$ cat config.mk
export PLATFORM = sky130hd
export DESIGN_NAME = dfr_run_sequencer_flat
export DESIGN_NICKNAME = d
export VERILOG_FILES = /design/src/rtl/dfr_run_sequencer_if.sv /design/src/rtl/dfr_run_sequencer.sv /design/src/flat_wrapper.sv
export SDC_FILE = /design/constraint.sdc
export NUM_CORES = 1
export LEC_CHECK = 0
export CORE_MARGIN = 2
export CORE_UTILIZATION = 47
export CTS_CLUSTER_DIAMETER = 120
export DETAILED_ROUTE_END_ITERATION = 8
export GPL_TIMING_DRIVEN = 0
export PLACE_DENSITY = 0.79
export SLEW_MARGIN = 10
export SYNTH_ARGS = -nofsm -noshare
export SYNTH_HDL_FRONTEND = slang
export SYNTH_SLANG_ARGS = --single-unit
$ cat constraint.sdc
create_clock -name clk -period 3.45 [get_ports clk]
set_input_delay 0.8625 -clock clk [delete_from_list [all_inputs] [get_ports clk]]
set_output_delay 0.8625 -clock clk [all_outputs]
set_load 0.02 [all_outputs]
$ cat src/rtl/dfr_run_sequencer_if.sv
// Signal bundle between the DFR run sequencer and its config, memory, reservoir and multiply
// neighbours. The master side is the sequencer.
interface dfr_run_sequencer_if #(
    parameter int unsigned DATA_WIDTH = 32,
    parameter int unsigned ADDR_WIDTH = 16,
    parameter int unsigned CNT_WIDTH  = 32
);
    logic                  start;
    logic [CNT_WIDTH-1:0]  num_init_steps;
    logic [CNT_WIDTH-1:0]  num_train_steps;
    logic [CNT_WIDTH-1:0]  num_test_steps;
    logic [CNT_WIDTH-1:0]  num_steps_per_sample;
    logic                  busy;
    logic                  done;
    logic [1:0]            phase;
    logic                  in_mem_rd_en;
    logic [ADDR_WIDTH-1:0] in_mem_addr;
    logic [DATA_WIDTH-1:0] in_mem_rd_data;
    logic                  res_in_valid;
    logic [DATA_WIDTH-1:0] res_in_data;
    logic                  res_out_valid;
    logic [DATA_WIDTH-1:0] res_out_data;
    logic                  res_mem_wr_en;
    logic [ADDR_WIDTH-1:0] res_mem_addr;
    logic [DATA_WIDTH-1:0] res_mem_wr_data;
    logic                  mm_start;
    logic [ADDR_WIDTH-1:0] mm_base_addr;
    logic [CNT_WIDTH-1:0]  mm_sample_idx;
    logic                  mm_done;
    logic [CNT_WIDTH-1:0]  step_count;

    modport master (
        input  start, num_init_steps, num_train_steps, num_test_steps, num_steps_per_sample,
        input  in_mem_rd_data, res_out_valid, res_out_data, mm_done,
        output busy, done, phase, in_mem_rd_en, in_mem_addr, res_in_valid, res_in_data,
        output res_mem_wr_en, res_mem_addr, res_mem_wr_data, mm_start, mm_base_addr,
        output mm_sample_idx, step_count
    );

    modport slave (
        output start, num_init_steps, num_train_steps, num_test_steps, num_steps_per_sample,
        output in_mem_rd_data, res_out_valid, res_out_data, mm_done,
        input  busy, done, phase, in_mem_rd_en, in_mem_addr, res_in_valid, res_in_data,
        input  res_mem_wr_en, res_mem_addr, res_mem_wr_data, mm_start, mm_base_addr,
        input  mm_sample_idx, step_count
    );
endinterface

$ cat src/rtl/dfr_run_sequencer.sv
// Runs one DFR pass through INIT, TRAIN and TEST: fetch a step, drive the reservoir, store the
// result, and kick the weight multiply after each complete TEST sample.
module dfr_run_sequencer #(
    parameter int unsigned DATA_WIDTH = 32,
    parameter int unsigned ADDR_WIDTH = 16,
    parameter int unsigned CNT_WIDTH  = 32
) (
    input logic                 clk,
    input logic                 rst,
    dfr_run_sequencer_if.master bus
);
    typedef enum logic [3:0] {
        StIdle, StNextPhase, StRd, StRdWait, StDrive,
        StResWait, StStore, StMmStart, StMmWait, StFinish
    } state_e;

    localparam logic [1:0] PhInit  = 2'd0;
    localparam logic [1:0] PhTrain = 2'd1;
    localparam logic [1:0] PhTest  = 2'd2;
    localparam logic [1:0] PhIdle  = 2'd3;
    localparam logic [CNT_WIDTH-1:0] CntOne = CNT_WIDTH'(1);

    state_e state_q, state_d;
    logic [1:0] phase_q, phase_d, next_phase;
    logic busy_q, busy_d, done_q, done_d;
    logic [CNT_WIDTH-1:0] init_q, init_d, train_q, train_d, test_q, test_d, sps_q, sps_d;
    logic [CNT_WIDTH-1:0] step_q, step_d, phase_cnt_q, phase_cnt_d;
    logic [CNT_WIDTH-1:0] sample_cnt_q, sample_cnt_d, store_cnt_q, store_cnt_d;
    logic [CNT_WIDTH-1:0] sample_idx_q, sample_idx_d;
    logic [DATA_WIDTH-1:0] res_in_data_q, res_in_data_d, res_data_q, res_data_d;
    logic [CNT_WIDTH-1:0] phase_target, mm_base;
    logic rd_en, in_valid, wr_en, mm_go;

    // First phase after the current one with a nonzero count; PhIdle also means "none left".
    always_comb begin
        next_phase = PhIdle;
        if (phase_q == PhIdle && init_q != '0) begin
            next_phase = PhInit;
        end else if ((phase_q == PhIdle || phase_q == PhInit) && train_q != '0) begin
            next_phase = PhTrain;
        end else if (phase_q != PhTest && test_q != '0) begin
            next_phase = PhTest;
        end
    end

    always_comb begin
        case (phase_q)
            PhInit:  phase_target = init_q;
            PhTrain: phase_target = train_q;
            PhTest:  phase_target = test_q;
            default: phase_target = '0;
        endcase
    end

    assign mm_base = store_cnt_q - sps_q;

    always_comb begin
        state_d       = state_q;
        phase_d       = phase_q;
        busy_d        = busy_q;
        done_d        = 1'b0;
        init_d        = init_q;
        train_d       = train_q;
        test_d        = test_q;
        sps_d         = sps_q;
        step_d        = step_q;
        phase_cnt_d   = phase_cnt_q;
        sample_cnt_d  = sample_cnt_q;
        store_cnt_d   = store_cnt_q;
        sample_idx_d  = sample_idx_q;
        res_in_data_d = res_in_data_q;
        res_data_d    = res_data_q;
        rd_en         = 1'b0;
        in_valid      = 1'b0;
        wr_en         = 1'b0;
        mm_go         = 1'b0;

        unique case (state_q)
            StIdle: begin
                if (bus.start) begin
                    init_d       = bus.num_init_steps;
                    train_d      = bus.num_train_steps;
                    test_d       = bus.num_test_steps;
                    sps_d        = bus.num_steps_per_sample;
                    step_d       = '0;
                    phase_cnt_d  = '0;
                    sample_cnt_d = '0;
                    store_cnt_d  = '0;
                    sample_idx_d = '0;
                    phase_d      = PhIdle;
                    busy_d       = 1'b1;
                    state_d      = StNextPhase;
                end
            end
            StNextPhase: begin
                phase_cnt_d = '0;
                phase_d     = next_phase;
                state_d     = (next_phase == PhIdle) ? StFinish : StRd;
            end
            StRd: begin
                rd_en   = 1'b1;
                state_d = StRdWait;
            end
            StRdWait: begin
                res_in_data_d = bus.in_mem_rd_data;
                state_d       = StDrive;
            end
            StDrive: begin
                in_valid = 1'b1;
                state_d  = StResWait;
            end
            StResWait: begin
                if (bus.res_out_valid) begin
                    res_data_d = bus.res_out_data;
                    state_d    = StStore;
                end
            end
            StStore: begin
                step_d      = step_q + CntOne;
                phase_cnt_d = phase_cnt_q + CntOne;
                if (phase_q != PhInit) begin
                    wr_en       = 1'b1;
                    store_cnt_d = store_cnt_q + CntOne;
                end
                if (phase_q == PhTest) begin
                    sample_cnt_d = sample_cnt_q + CntOne;
                end
                if (phase_q == PhTest && sps_q != '0 && sample_cnt_q + CntOne == sps_q) begin
                    state_d = StMmStart;
                end else if (phase_cnt_q + CntOne == phase_target) begin
                    state_d = StNextPhase;
                end else begin
                    state_d = StRd;
                end
            end
            StMmStart: begin
                mm_go   = 1'b1;
                state_d = StMmWait;
            end
            StMmWait: begin
                if (bus.mm_done) begin
                    sample_idx_d = sample_idx_q + CntOne;
                    sample_cnt_d = '0;
                    state_d      = (phase_cnt_q == phase_target) ? StNextPhase : StRd;
                end
            end
            StFinish: begin
                // done and the busy drop land together in the following (idle) cycle.
                busy_d  = 1'b0;
                done_d  = 1'b1;
                phase_d = PhIdle;
                state_d = StIdle;
            end
            default: state_d = StIdle;
        endcase
    end

    always_ff @(posedge clk) begin
        if (rst) begin
            state_q       <= StIdle;
            phase_q       <= PhIdle;
            busy_q        <= 1'b0;
            done_q        <= 1'b0;
            init_q        <= '0;
            train_q       <= '0;
            test_q        <= '0;
            sps_q         <= '0;
            step_q        <= '0;
            phase_cnt_q   <= '0;
            sample_cnt_q  <= '0;
            store_cnt_q   <= '0;
            sample_idx_q  <= '0;
            res_in_data_q <= '0;
            res_data_q    <= '0;
        end else begin
            state_q       <= state_d;
            phase_q       <= phase_d;
            busy_q        <= busy_d;
            done_q        <= done_d;
            init_q        <= init_d;
            train_q       <= train_d;
            test_q        <= test_d;
            sps_q         <= sps_d;
            step_q        <= step_d;
            phase_cnt_q   <= phase_cnt_d;
            sample_cnt_q  <= sample_cnt_d;
            store_cnt_q   <= store_cnt_d;
            sample_idx_q  <= sample_idx_d;
            res_in_data_q <= res_in_data_d;
            res_data_q    <= res_data_d;
        end
    end

    assign bus.busy            = busy_q;
    assign bus.done            = done_q;
    assign bus.phase           = phase_q;
    assign bus.in_mem_rd_en    = rd_en;
    assign bus.in_mem_addr     = step_q[ADDR_WIDTH-1:0];
    assign bus.res_in_valid    = in_valid;
    assign bus.res_in_data     = res_in_data_q;
    assign bus.res_mem_wr_en   = wr_en;
    assign bus.res_mem_addr    = store_cnt_q[ADDR_WIDTH-1:0];
    assign bus.res_mem_wr_data = res_data_q;
    assign bus.mm_start        = mm_go;
    assign bus.mm_base_addr    = mm_base[ADDR_WIDTH-1:0];
    assign bus.mm_sample_idx   = sample_idx_q;
    assign bus.step_count      = step_q;
endmodule

$ cat src/flat_wrapper.sv
// flat-port wrapper written by rule: the top's interface ports become plain ports
module dfr_run_sequencer_flat 
#(
    parameter int unsigned DATA_WIDTH = 32,
    parameter int unsigned ADDR_WIDTH = 16,
    parameter int unsigned CNT_WIDTH  = 32
)
  (clk, rst, bus_start, bus_num_init_steps, bus_num_train_steps, bus_num_test_steps, bus_num_steps_per_sample, bus_in_mem_rd_data, bus_res_out_valid, bus_res_out_data, bus_mm_done, bus_busy, bus_done, bus_phase, bus_in_mem_rd_en, bus_in_mem_addr, bus_res_in_valid, bus_res_in_data, bus_res_mem_wr_en, bus_res_mem_addr, bus_res_mem_wr_data, bus_mm_start, bus_mm_base_addr, bus_mm_sample_idx, bus_step_count);
  dfr_run_sequencer_if #(.DATA_WIDTH(DATA_WIDTH), .ADDR_WIDTH(ADDR_WIDTH), .CNT_WIDTH(CNT_WIDTH)) bus_i ();
  input logic clk;
  input logic rst;
  input wire logic [$bits(bus_i.start)-1:0] bus_start;
  input wire logic [$bits(bus_i.num_init_steps)-1:0] bus_num_init_steps;
  input wire logic [$bits(bus_i.num_train_steps)-1:0] bus_num_train_steps;
  input wire logic [$bits(bus_i.num_test_steps)-1:0] bus_num_test_steps;
  input wire logic [$bits(bus_i.num_steps_per_sample)-1:0] bus_num_steps_per_sample;
  input wire logic [$bits(bus_i.in_mem_rd_data)-1:0] bus_in_mem_rd_data;
  input wire logic [$bits(bus_i.res_out_valid)-1:0] bus_res_out_valid;
  input wire logic [$bits(bus_i.res_out_data)-1:0] bus_res_out_data;
  input wire logic [$bits(bus_i.mm_done)-1:0] bus_mm_done;
  output wire logic [$bits(bus_i.busy)-1:0] bus_busy;
  output wire logic [$bits(bus_i.done)-1:0] bus_done;
  output wire logic [$bits(bus_i.phase)-1:0] bus_phase;
  output wire logic [$bits(bus_i.in_mem_rd_en)-1:0] bus_in_mem_rd_en;
  output wire logic [$bits(bus_i.in_mem_addr)-1:0] bus_in_mem_addr;
  output wire logic [$bits(bus_i.res_in_valid)-1:0] bus_res_in_valid;
  output wire logic [$bits(bus_i.res_in_data)-1:0] bus_res_in_data;
  output wire logic [$bits(bus_i.res_mem_wr_en)-1:0] bus_res_mem_wr_en;
  output wire logic [$bits(bus_i.res_mem_addr)-1:0] bus_res_mem_addr;
  output wire logic [$bits(bus_i.res_mem_wr_data)-1:0] bus_res_mem_wr_data;
  output wire logic [$bits(bus_i.mm_start)-1:0] bus_mm_start;
  output wire logic [$bits(bus_i.mm_base_addr)-1:0] bus_mm_base_addr;
  output wire logic [$bits(bus_i.mm_sample_idx)-1:0] bus_mm_sample_idx;
  output wire logic [$bits(bus_i.step_count)-1:0] bus_step_count;
  assign bus_i.start = bus_start;
  assign bus_i.num_init_steps = bus_num_init_steps;
  assign bus_i.num_train_steps = bus_num_train_steps;
  assign bus_i.num_test_steps = bus_num_test_steps;
  assign bus_i.num_steps_per_sample = bus_num_steps_per_sample;
  assign bus_i.in_mem_rd_data = bus_in_mem_rd_data;
  assign bus_i.res_out_valid = bus_res_out_valid;
  assign bus_i.res_out_data = bus_res_out_data;
  assign bus_i.mm_done = bus_mm_done;
  assign bus_busy = bus_i.busy;
  assign bus_done = bus_i.done;
  assign bus_phase = bus_i.phase;
  assign bus_in_mem_rd_en = bus_i.in_mem_rd_en;
  assign bus_in_mem_addr = bus_i.in_mem_addr;
  assign bus_res_in_valid = bus_i.res_in_valid;
  assign bus_res_in_data = bus_i.res_in_data;
  assign bus_res_mem_wr_en = bus_i.res_mem_wr_en;
  assign bus_res_mem_addr = bus_i.res_mem_addr;
  assign bus_res_mem_wr_data = bus_i.res_mem_wr_data;
  assign bus_mm_start = bus_i.mm_start;
  assign bus_mm_base_addr = bus_i.mm_base_addr;
  assign bus_mm_sample_idx = bus_i.mm_sample_idx;
  assign bus_step_count = bus_i.step_count;
  dfr_run_sequencer #(.DATA_WIDTH(DATA_WIDTH), .ADDR_WIDTH(ADDR_WIDTH), .CNT_WIDTH(CNT_WIDTH)) u_core (.clk(clk), .rst(rst), .bus(bus_i));
endmodule
==> metrics.yaml, run 1 <==
clock_tree:
  clock-sinks: 344
  clockBufferDepth: 3
  clkTransAtPathRegs_ns: 0.06
  cts_root_buffer: "clkbuf_16"
  numCtsBuffers: 39
  clk_latency_ns: 0.56
  cts_tree: "yes"
  holdBufCountCts: 0
  htreeDepth: 2
pwr:
  p_sw_share_pct: 36.3
  power.share.sequential_pct: 34.3
  switchingPower_uw: 4990
  power_density_nw_per_um2: 556
  comb_power_share_pct: 34.3
  p_leak_uw: 0.00867
  power_frac_clock_pct: 31.4
  total_power_uw: 13700
  ir_drop_mv: 0.412
  p_int_uw: 8750
global_routing:
  grt_overflow: 0
  grt_pass1_wl_um: 103000
  grt_usage_pct: 31.9
  grt_max_degree: 14
  antenna_found_initial: 1
  grt_pass1_vias: 18900
hold_path:
  min_path_type: "reg -> reg"
synthesis:
  synth.most_common_cell: "nand2_1"
  synth_warnings: 0
  synth_top_area_share_pct: 37.9
  synth.avg_cell_area_um2: 7.57
  synth_commonest_cells: "nand2_1, dfxtp_1, a21oi_1"
  synth_ff_type: "dfxtp_1"
  syn-num-nets: 2621
  synth.lib_cells_used.distinct: 92
  seq_area_frac_synth_pct: 37.9
  synth_area_leaders: "dfxtp_1, nand2_1, a21oi_1, nor2_1, xnor2_1"
  synthArstFlopShare_pct: 0
  yosys.area.top_type: "dfxtp_1"
  synth_edf_count: 0
  postSynthCellCount: 2399
  syn-cell-area_um2: 18200
  postSynthRegisterBits: 344
sta:
  tightest_slew_ns: 1.00
  finalCriticalPeriod_ns: 4.08
  rsz0062_at_grt: "yes"
  final.setup_skew_ns: 0.0199
  fin_ws_ns: -0.633
  drv_slew: 0
  max_freq_mhz: 245
  whs_ns: 0.455
  slew_headroom_pct: 33.0
  finalHoldViolCount: 0
  setup_viol: 9
  period_share_pct: 118
  tns_ns: -2.82
critical_path:
  end_kind: "output pin"
  timing.critical_path.cells: "ha_4, fa_2, nor2b_2, o21ai_2, a21boi_2, o21ai_2, a211oi_2, nor3_2, o41ai_2, a21oi_2, xnor2_2, buf_4"
  cpMostUsedCell: "o21ai_2"
  critPathKind: "reg -> out"
  cp_max_fo: 2
  critPathRequiredTime_ns: 2.59
  start_kind: "flop"
  arrival_ns: 3.22
  worst_path_max_delay_cell: "o41ai_2"
  cp_slowest_stage_delay_ns: 0.39
final_layout:
  post-route-util_pct: 64.4
  syn_to_final_growth_pct: 36.0
  drive_above_1_share_pct: 10.5
  fin_nets: 3090
  fillers: 3336
  design_area_um2: 24700
  seq_area_um2: 6910
  multi_input_area_um2: 10500
run_status:
  status: "finished with violations"
  violations: "negative setup slack"
place:
  gp_congestion: 0.954
  io_buffers: 378
  dp_hpwl_um: 50700
  placed_area_um2: 22600
floorplanning:
  num_io_pins: 381
  initial_core_util_pct: 47.3
  coreArea_um2: 38400
  rows: 72
  dieArea_um2: 40200
  die_w_um: 201
  die_h_um: 201
detailed_routing:
  drtIter0Drc: 1888
  ant_nets: 0
  routed_via_density: 5.86
  vias: 20000
  wl_per_cell_um: 19.7
  wirelength_um: 67400
  dr.pass1.iters: 8
  post-route-drc-count: 0
run:
  maxCapViolCount: 0
-- power groups by stage --
stage	Combinational [uW]	Sequential (uW)	Clock, uW
2_1_floorplan	2530	4690	0
3_3_place_gp	4070	4770	0
3_5_place_dp	4140	4780	0
4_1_cts	4340	4700	4340
5_1_grt	5090	4750	4500
6_report	4710	4720	4320
-- metal layers --
layer  GRT usage, %  routed length (um)  part of all wire [%]
met4           13.0                2730                   4.0
met5              0                   0                     0
met2           53.1               31100                    46
met1           40.1               27000                    40
met3           6.98                6480                   9.6
-- cells by family (layout without fill, tap and decap cells) --
group / after synthesis / count (layout) / share of synthesized area, %
muxes: 14 / 14 / 0.834
AOI/OAI and AO/OA: 541 / 541 / 17.8
buffers and inverters: 226 / 722 / 5.96
adders and majority gates: 25 / 25 / 1.76
DFF: 344 / 344 / 37.9
other: 0 / 1 / 0
and+or+nand+nor: 1116 / 1116 / 29.1
xor gates and xnor gates: 133 / 133 / 6.61
-- path summary, 6_finish.rpt --
| kind | start | endpoint | slack, ns | depth (start not counted) |
|---|---|---|---|---|
| max reg2reg | u_core.bus.phase[0]$_SDFFE_PP1P_ | u_core.state_q[1]$_SDFFE_PP0P_ | -0.06 | 13 |
| max | u_core.sps_q[0]$_SDFFE_PP0P_ | bus_mm_base_addr[14] | -0.63 | 12 |
| min | u_core.bus.res_mem_wr_data[31]$_SDFFE_PP0P_ | u_core.bus.res_mem_wr_data[31]$_SDFFE_PP0P_ | 0.46 | 2 |
| min reg2reg | u_core.bus.res_mem_wr_data[31]$_SDFFE_PP0P_ | u_core.bus.res_mem_wr_data[31]$_SDFFE_PP0P_ | 0.46 | 2 |
-- state kept, by name, summed over array words and instances (netlist names) --
signal,count
u_core.phase_cnt_q,32
u_core.bus.busy,1
u_core.bus.step_count,32
u_core.test_q,32
u_core.bus.res_mem_wr_data,32
u_core.bus.res_in_data,32
u_core.train_q,32
u_core.bus.phase,2
u_core.bus.mm_sample_idx,32
u_core.init_q,32
u_core.sps_q,32
u_core.store_cnt_q,16
u_core.bus.done,1
u_core.sample_cnt_q,32
u_core.state_q,4
-- cell type report --
cell class,instances,area share (%)
Timing Repair Buffer,428,16.8
Sequential cell,344,28.0
Inverter,47,0.714
Clock inverter,15,0.871
Tap cell,518,2.62
Clock buffer,53,4.49
Antenna cell,1,0.0101
Multi-Input combinational cell,1829,42.6
Buffer,179,3.90
-- cells in the final DEF, fill, tap and decap left out, drive strengths merged, types with 6 or more instances in the layout --
cell type	n
and4	15
inv	48
dfxtp	344
nor2b	6
a21oi	294
xor2	53
nor4	56
ha	24
a31oi	14
nor3	50
nand4b	6
clkdlybuf4s50	364
nand4	51
xnor2	78
a211oi	14
clkinv	9
a222oi	32
and3	33
or4	11
clkbuf	178
nand3	91
o21ai	86
buf	113
and2	15
nor2	198
mux2	9
or3	46
a22oi	13
nand2	510
o211ai	13
o21a	22
-- stage by stage --
| step | setup WS [ns] | cells |
|---|---|---|
| finish | -0.633 | 3414 |
| global route | -0.801 | 3414 |
| CTS | -0.610 | 3381 |
| detailed placement | -0.828 | 3295 |
| global placement | -0.783 | 3295 |
| floorplan | 0.00484 | 2399 |
-- critical path, delay by kind of cell, from the launching register on --
kind	cells	cell delay (ns)
buffers and inverters	1	0.16
adders and majority gates	2	0.54
and+or+nand+nor	2	0.23
DFF	1	0.36
xor gates and xnor gates	1	0.14
AOI/OAI and AO/OA	6	1.22
-- timing repair --
action	4_1_cts	5_1_grt
setup buffers	18	33
pin swaps	33	30
gates resized for setup	120	56
endpoints found under the setup margin	104	29
endpoints found under the hold margin	0	0
No activity file was read; power rests on OpenSTA's default activity.
==> run 2, diff against run 1 <==
CORE_UTILIZATION = 56   (was 47)
DONT_BUFFER_PORTS = 1   (was unset)
PLACE_DENSITY = 0.76   (was 0.79)
==> run 2 against run 1 <==
The run still ends with negative setup slack left. Combinational power decreased by 12%. Worst setup slack got worse by 0.024 ns. Clock skew increased by 0.0063 ns. Critical path depth unchanged. Worst hold slack got worse by 0.016 ns. First-iteration DRC count decreased by 0.69%. Clock power decreased by 3%. Cell count decreased by 15%. Sequential power increased by 2%. Die area decreased by 16%.
==> metrics.yaml, run 2 (same netlist as run 1, synthesis figures left out) <==
run_status:
  status: "finished with violations"  # unchanged
  violations: "negative setup slack"  # unchanged
pwr:
  ir_drop_mv: 0.559  # was 0.412 mV
  p_leak_uw: 0.00722  # was 0.00867 uW
  power_density_nw_per_um2: 635  # was 556 nW/um^2
detailed_routing:
  wl_per_cell_um: 21.8  # was 19.7 um
  wirelength_um: 63200  # was 67,400 um
  drtIter0Drc: 1875  # was 1,888
  dr.pass1.iters: 9  # was 8
  routed_via_density: 6.36  # was 5.86
  post-route-drc-count: 0  # unchanged
  vias: 18500  # was 20,000
  ant_nets: 0  # unchanged
critical_path:
  critPathRequiredTime_ns: 2.59  # about the same
  arrival_ns: 3.24  # was 3.22 ns
  end_kind: "output pin"  # unchanged
  cpMostUsedCell: "o21ai_2"  # unchanged
  start_kind: "flop"  # unchanged
  timing.critical_path.cells: "inv_4, ha_4, fa_2, nor2b_2, o21ai_2, a21boi_2, o21ai_2, a211oi_2, nor3_2, o41ai_2, a21oi_2, xnor2_2"  # was ha_4, fa_2, nor2b_2, o21ai_2, a21boi_2, o21ai_2, a211oi_2, nor3_2, o41ai_2, a21oi_2, xnor2_2, buf_4
  crit_family: "compound AO/OA/AOI/OAI gates"  # unchanged
  cp_max_fo: 6  # was 2
  crit_buf_inv: 1  # unchanged
  worst_path_max_delay_cell: "dfxtp_4"  # was o41ai_2
  critPathKind: "reg -> out"  # unchanged
  cp_slowest_stage_delay_ns: 0.43  # was 0.39 ns
sta:
  slew_headroom_pct: 8.04  # was 33.0%
  setup_viol: 9  # unchanged
  fin_ws_ns: -0.657  # was -0.633 ns
  final.setup_skew_ns: 0.0262  # was 0.0199 ns
  tns_ns: -2.60  # was -2.82 ns
  period_share_pct: 119  # was 118%
  max_freq_mhz: 243  # was 245 MHz
  rsz0062_at_grt: "yes"  # unchanged
  drv_slew: 0  # unchanged
  finalHoldViolCount: 0  # unchanged
  finalCriticalPeriod_ns: 4.11  # was 4.08 ns
  tightest_slew_ns: 1.37  # was 1.00 ns
final_layout:
  drive_above_1_share_pct: 10.8  # was 10.5%
  layout_commonest_cell: "nand2_1"  # unchanged
  final_cells: 2907  # was 3,414
  fin_nets: 2698  # was 3,090
  final_cell_mix: "nand2_1, dfxtp_1, a21oi_1"  # was nand2_1, clkdlybuf4s50_1, dfxtp_1
  syn_to_final_growth_pct: 14.0  # was 36.0%
  antenna_cells: 0  # was 1
  post-route-util_pct: 65.3  # was 64.4%
floorplanning:
  dieArea_um2: 33900  # was 40,200 um^2
  initial_core_util_pct: 57.3  # was 47.3%
  rows: 65  # was 72
  die_h_um: 184  # was 201 um
  coreArea_um2: 31700  # was 38,400 um^2
  die_w_um: 184  # was 201 um
  num_io_pins: 381  # unchanged
global_routing:
  grt_usage_pct: 35.2  # was 31.9%
  grt_max_degree: 16  # was 14
  antenna_found_initial: 0  # was 1
  grt_overflow: 0  # unchanged
  grt_pass1_vias: 17000  # was 18,900
  grt_pass1_wl_um: 94400  # was 103,000 um
clock_tree:
  cts_root_buffer: "clkbuf_16"  # unchanged
  clock-sinks: 344  # unchanged
  numCtsBuffers: 38  # was 39
  clkTransAtPathRegs_ns: 0.06  # about the same
  cts_tree: "yes"  # unchanged
  clk_latency_ns: 0.55  # was 0.56 ns
  holdBufCountCts: 0  # unchanged
  htreeDepth: 2  # unchanged
  clockBufferDepth: 3  # unchanged
place:
  dp_hpwl_um: 46700  # was 50,700 um
  gp_congestion: 0.988  # was 0.954
  placed_cells: 2801  # was 3,295
  io_buffers: 0  # was 378
hold_path:
  min_path_type: "in -> reg"  # was reg -> reg
run:
  maxCapViolCount: 0  # unchanged
[run 2: cell types whose count changed in the layout (fill, tap and decap cells not counted), moves of 3 or more]
| cell | before | now |
|---|---|---|
| clkdlybuf4s50_1 | 363 | 0 |
| buf_4 | 81 | 58 |
| xnor2_1 | 73 | 68 |
| inv_2 | 4 | 0 |
| clkbuf_2 | 8 | 5 |
| clkbuf_8 | 13 | 10 |
| ha_1 | 17 | 20 |
| inv_4 | 0 | 3 |
| inv_6 | 0 | 3 |
| nor2_2 | 3 | 0 |
| xnor2_2 | 5 | 8 |
| xor2_1 | 49 | 52 |
| xor2_2 | 4 | 1 |
[run 2: timing repair]
action	in CTS	in global routing
gates resized for setup	55	49
setup buffers	6	32
cloned	0	2
pin swaps	24	32
setup endpoints to repair	23	25
[run 2: where the power goes]
group / leakage (uW) / total, uW / switching [uW] / internal [uW]
Combinational: 0.00379 / 4160 / 2740 / 1420
Sequential: 0.00279 / 4800 / 462 / 4330
Clock: 0.000632 / 4200 / 1740 / 2460
Total: 0.00722 / 13100 / 4940 / 8210
[run 2: stage by stage]
step / worst slack (ns) / power [uW] / cell area [um^2] / hold slack, ns
2_1_floorplan: 0.00484 / 7230 / 18200 / 0.448
3_3_place_gp: -0.542 / 8260 / 18700 / 0.458
3_5_place_dp: -0.581 / 8340 / 18700 / 0.464
4_1_cts: -0.709 / 12700 / 20200 / 0.435
5_1_grt: -0.770 / 13600 / 20700 / 0.440
6_report: -0.657 / 13100 / 20700 / 0.439
[run 2: area by class of cell]
type	count	area (um^2)
inverter	47	184
multi-input combinational	1829	10500
tap	402	503
sequential	344	6910
clock inverter	20	233
timing repair buffer	38	345
buffer	178	962
fill	2804	11000
clock buffer	49	1040
[run 2: routing by layer]
layer  up-vias  track usage [%]  wire (um)
met2      1036             57.9      28900
met5         -                0          0
met3       187             9.58       7000
li1       8584                -          -
met1      8682             43.7      24600
met4         0             14.2       2710
[run 2: final timing paths]
check | start | endpoint | slack, ns | cells after the start
setup / recovery | u_core.store_cnt_q[0]$_SDFFE_PP0P_ | bus_mm_base_addr[14] | -0.66 | 12
hold / removal | bus_num_init_steps[28] | u_core.init_q[28]$_SDFFE_PP0P_ | 0.44 | 2
setup reg to reg | u_core.bus.phase[1]$_SDFFE_PP1P_ | u_core.state_q[1]$_SDFFE_PP0P_ | -0.05 | 12
hold reg to reg | u_core.init_q[30]$_SDFFE_PP0P_ | u_core.init_q[30]$_SDFFE_PP0P_ | 0.48 | 2
==> run 3, diff against run 2 <==
CAP_MARGIN = 0   (was unset)
SETUP_SLACK_MARGIN = 0.05   (was unset)
==> run 3 against run 2 <==
The run still ends with negative setup slack left. Register-to-register slack better by 0.05 ns. Maximum frequency is 1.1% higher. Sequential share of layout area is 0.33 points higher. Design area shrank 0.95%. Die area unchanged. Power down 3.4%. Critical path type unchanged. Largest cell class unchanged.
==> metrics.yaml, run 3 (same netlist as run 1, synthesis figures left out) <==
run_status:
  status: "finished with violations"  # unchanged
  violations: "negative setup slack"  # unchanged
critical_path:
  reg2reg_setup_slack_ns: 0  # was -0.05 ns
  crit_end: "bus_mm_base_addr[14]"  # unchanged
  r2r-start: "u_core.bus.phase[1]$_SDFFE_PP1P_"  # unchanged
  end_kind: "output pin"  # unchanged
  cp_max_fo: 6  # unchanged
  critPathKind: "reg -> out"  # unchanged
  r2r-end: "u_core.state_q[1]$_SDFFE_PP0P_"  # unchanged
  critPathRequiredTime_ns: 2.59  # about the same
  arrival_ns: 3.20  # was 3.24 ns
  start_kind: "flop"  # unchanged
  reg2regPathDepth: 12  # unchanged
  cp-startpoint: "u_core.store_cnt_q[0]$_SDFFE_PP0P_"  # unchanged
pwr:
  switchingPower_uw: 4870  # was 4940 uW
  power_density_nw_per_um2: 619  # was 635 nW/um^2
  power_frac_clock_pct: 30.3  # was 31.9%
  p_leak_uw: 0.00712  # was 0.00722 uW
  total_power_uw: 12700  # was 13,100 uW
  ir_drop_mv: 0.482  # was 0.559 mV
  p_sw_share_pct: 38.4  # was 37.6%
  comb_power_share_pct: 31.8  # was 31.6%
  power.share.sequential_pct: 37.9  # was 36.5%
  p_int_uw: 7820  # was 8210 uW
clock_tree:
  clkTransAtPathRegs_ns: 0.06  # about the same
  clock-sinks: 344  # unchanged
  clockBufferDepth: 3  # unchanged
  htreeDepth: 2  # unchanged
  cts_tree: "yes"  # unchanged
  clk_latency_ns: 0.53  # was 0.55 ns
  numCtsBuffers: 37  # was 38
  cts_root_buffer: "clkbuf_16"  # unchanged
global_routing:
  grt_pass1_vias: 17200  # was 17,000
  grt_max_degree: 15  # was 16
  antenna_found_initial: 2  # was 0
  grt_pass1_wl_um: 94500  # was 94,400 um
  grt_overflow: 0  # unchanged
  grt_usage_pct: 35.4  # was 35.2%
sta:
  finalHoldViolCount: 0  # unchanged
  finalCriticalPeriod_ns: 4.06  # was 4.11 ns
  tightest_slew_ns: 1.03  # was 1.37 ns
  fin_ws_ns: -0.614  # was -0.657 ns
  rsz0062_at_grt: "yes"  # unchanged
  drv_slew: 0  # unchanged
  max_freq_mhz: 246  # was 243 MHz
  setup_viol: 7  # was 9
  slew_headroom_pct: 31.2  # was 8.04%
  final.setup_skew_ns: 0.0135  # was 0.0262 ns
  period_share_pct: 118  # was 119%
detailed_routing:
  drtIter0Drc: 2001  # was 1,875
  routed_via_density: 6.37  # was 6.36
  wirelength_um: 63200  # about the same
  wl_per_cell_um: 21.8  # about the same
  ant_nets: 0  # unchanged
  dr.pass1.iters: 7  # was 9
  post-route-drc-count: 0  # unchanged
  vias: 18500  # about the same
place:
  dp_hpwl_um: 47100  # was 46,700 um
  gp_congestion: 0.980  # was 0.988
  io_buffers: 0  # unchanged
floorplanning:
  num_io_pins: 381  # unchanged
  rows: 65  # unchanged
  die_h_um: 184  # unchanged
  initial_core_util_pct: 57.3  # unchanged
  dieArea_um2: 33900  # unchanged
  die_w_um: 184  # unchanged
  coreArea_um2: 31700  # unchanged
final_layout:
  drive_above_1_share_pct: 10.9  # was 10.8%
  post-route-util_pct: 64.7  # was 65.3%
  syn_to_final_growth_pct: 13.0  # was 14.0%
  layout_commonest_cell: "nand2_1"  # unchanged
  fin_nets: 2692  # was 2,698
  seq_area_um2: 6910  # about the same
  final_cell_mix: "nand2_1, dfxtp_1, a21oi_1"  # unchanged
  fillers: 2801  # was 2,804
  multi_input_area_um2: 10600  # was 10,500 um^2
hold_path:
  min_path_type: "in -> reg"  # unchanged
run:
  maxCapViolCount: 0  # unchanged
[run 3: cell count changes in the layout (fill, tap and decap cells not counted), moves of 3 or more]
cell,change
nor3_1,-3
bufinv_16,-4
buf_8,-5
clkbuf_16,-3
clkbuf_1,-3
[run 3: how the worst min path moves through the flow]
stage	from	end	slack, ns	cells after the start
6_report	bus_in_mem_rd_data[4]	u_core.bus.res_in_data[4]$_SDFFE_PP0P_	0.46	2
5_1_grt	bus_res_out_data[10]	u_core.bus.res_mem_wr_data[10]$_SDFFE_PP0P_	0.45	2
4_1_cts	bus_num_test_steps[27]	u_core.test_q[27]$_SDFFE_PP0P_	0.45	2
3_3_place_gp	u_core.init_q[26]$_SDFFE_PP0P_	u_core.init_q[26]$_SDFFE_PP0P_	0.46	2
2_1_floorplan	u_core.init_q[10]$_SDFFE_PP0P_	u_core.init_q[10]$_SDFFE_PP0P_	0.45	2
3_5_place_dp	u_core.train_q[22]$_SDFFE_PP0P_	u_core.train_q[22]$_SDFFE_PP0P_	0.47	2
[run 3: what timing repair did]
item	4_1_cts	5_1_grt
hold buffers	0	0
gates resized for setup	59	39
endpoints found under the hold margin	0	0
endpoints found under the setup margin	41	47
gates cloned	0	0
pin swaps	37	27
setup buffers	20	17
[run 3: power groups by stage]
| stage | Combinational [uW] | Sequential, uW | Clock [uW] |
|---|---|---|---|
| 2_1_floorplan | 2550 | 4700 | 0 |
| 3_3_place_gp | 3440 | 4850 | 0 |
| 3_5_place_dp | 3510 | 4860 | 0 |
| 4_1_cts | 3770 | 4780 | 3880 |
| 5_1_grt | 4340 | 4830 | 4040 |
| 6_report | 4040 | 4810 | 3850 |
[run 3: area by class of cell]
cell class | instances | area share, %
well taps | 402 | 2.45
multi-input cells | 1829 | 51.5
repair buffers | 32 | 1.17
inverters | 47 | 0.872
plain buffers | 179 | 4.56
diodes | 1 | 0.0122
clock inverters | 19 | 0.677
clock buffers | 48 | 5.06
flip-flops and latches | 344 | 33.7
[run 3: per-stage QoR]
step,setup slack [ns],cell area [um^2],instances,hold WS [ns],TNS [ns]
2_1_floorplan,0.0394,18200,2399,0.448,0
3_3_place_gp,-0.512,18700,2801,0.461,-14.80
3_5_place_dp,-0.568,18700,2801,0.469,-22.21
4_1_cts,-0.653,20200,2885,0.445,-2.52
5_1_grt,-0.791,20500,2900,0.446,-3.30
6_report,-0.614,20500,2901,0.456,-2.16
[run 3: critical path, stage by stage (launching register included)]
cell	delay, ns
dfxtp_4	0.43
inv_4	0.05
ha_4	0.16
fa_2	0.36
nor2b_2	0.13
o21ai_2	0.07
a21boi_2	0.17
o21ai_2	0.09
a211oi_2	0.29
nor3_2	0.11
o41ai_2	0.40
a21oi_2	0.11
xnor2_2	0.30
[run 3: per-layer routing]
layer	wire, um	global-route usage, %
met3	6660	8.79
met1	24900	44.3
met4	2400	13.3
met5	13	0
met2	29200	59.0
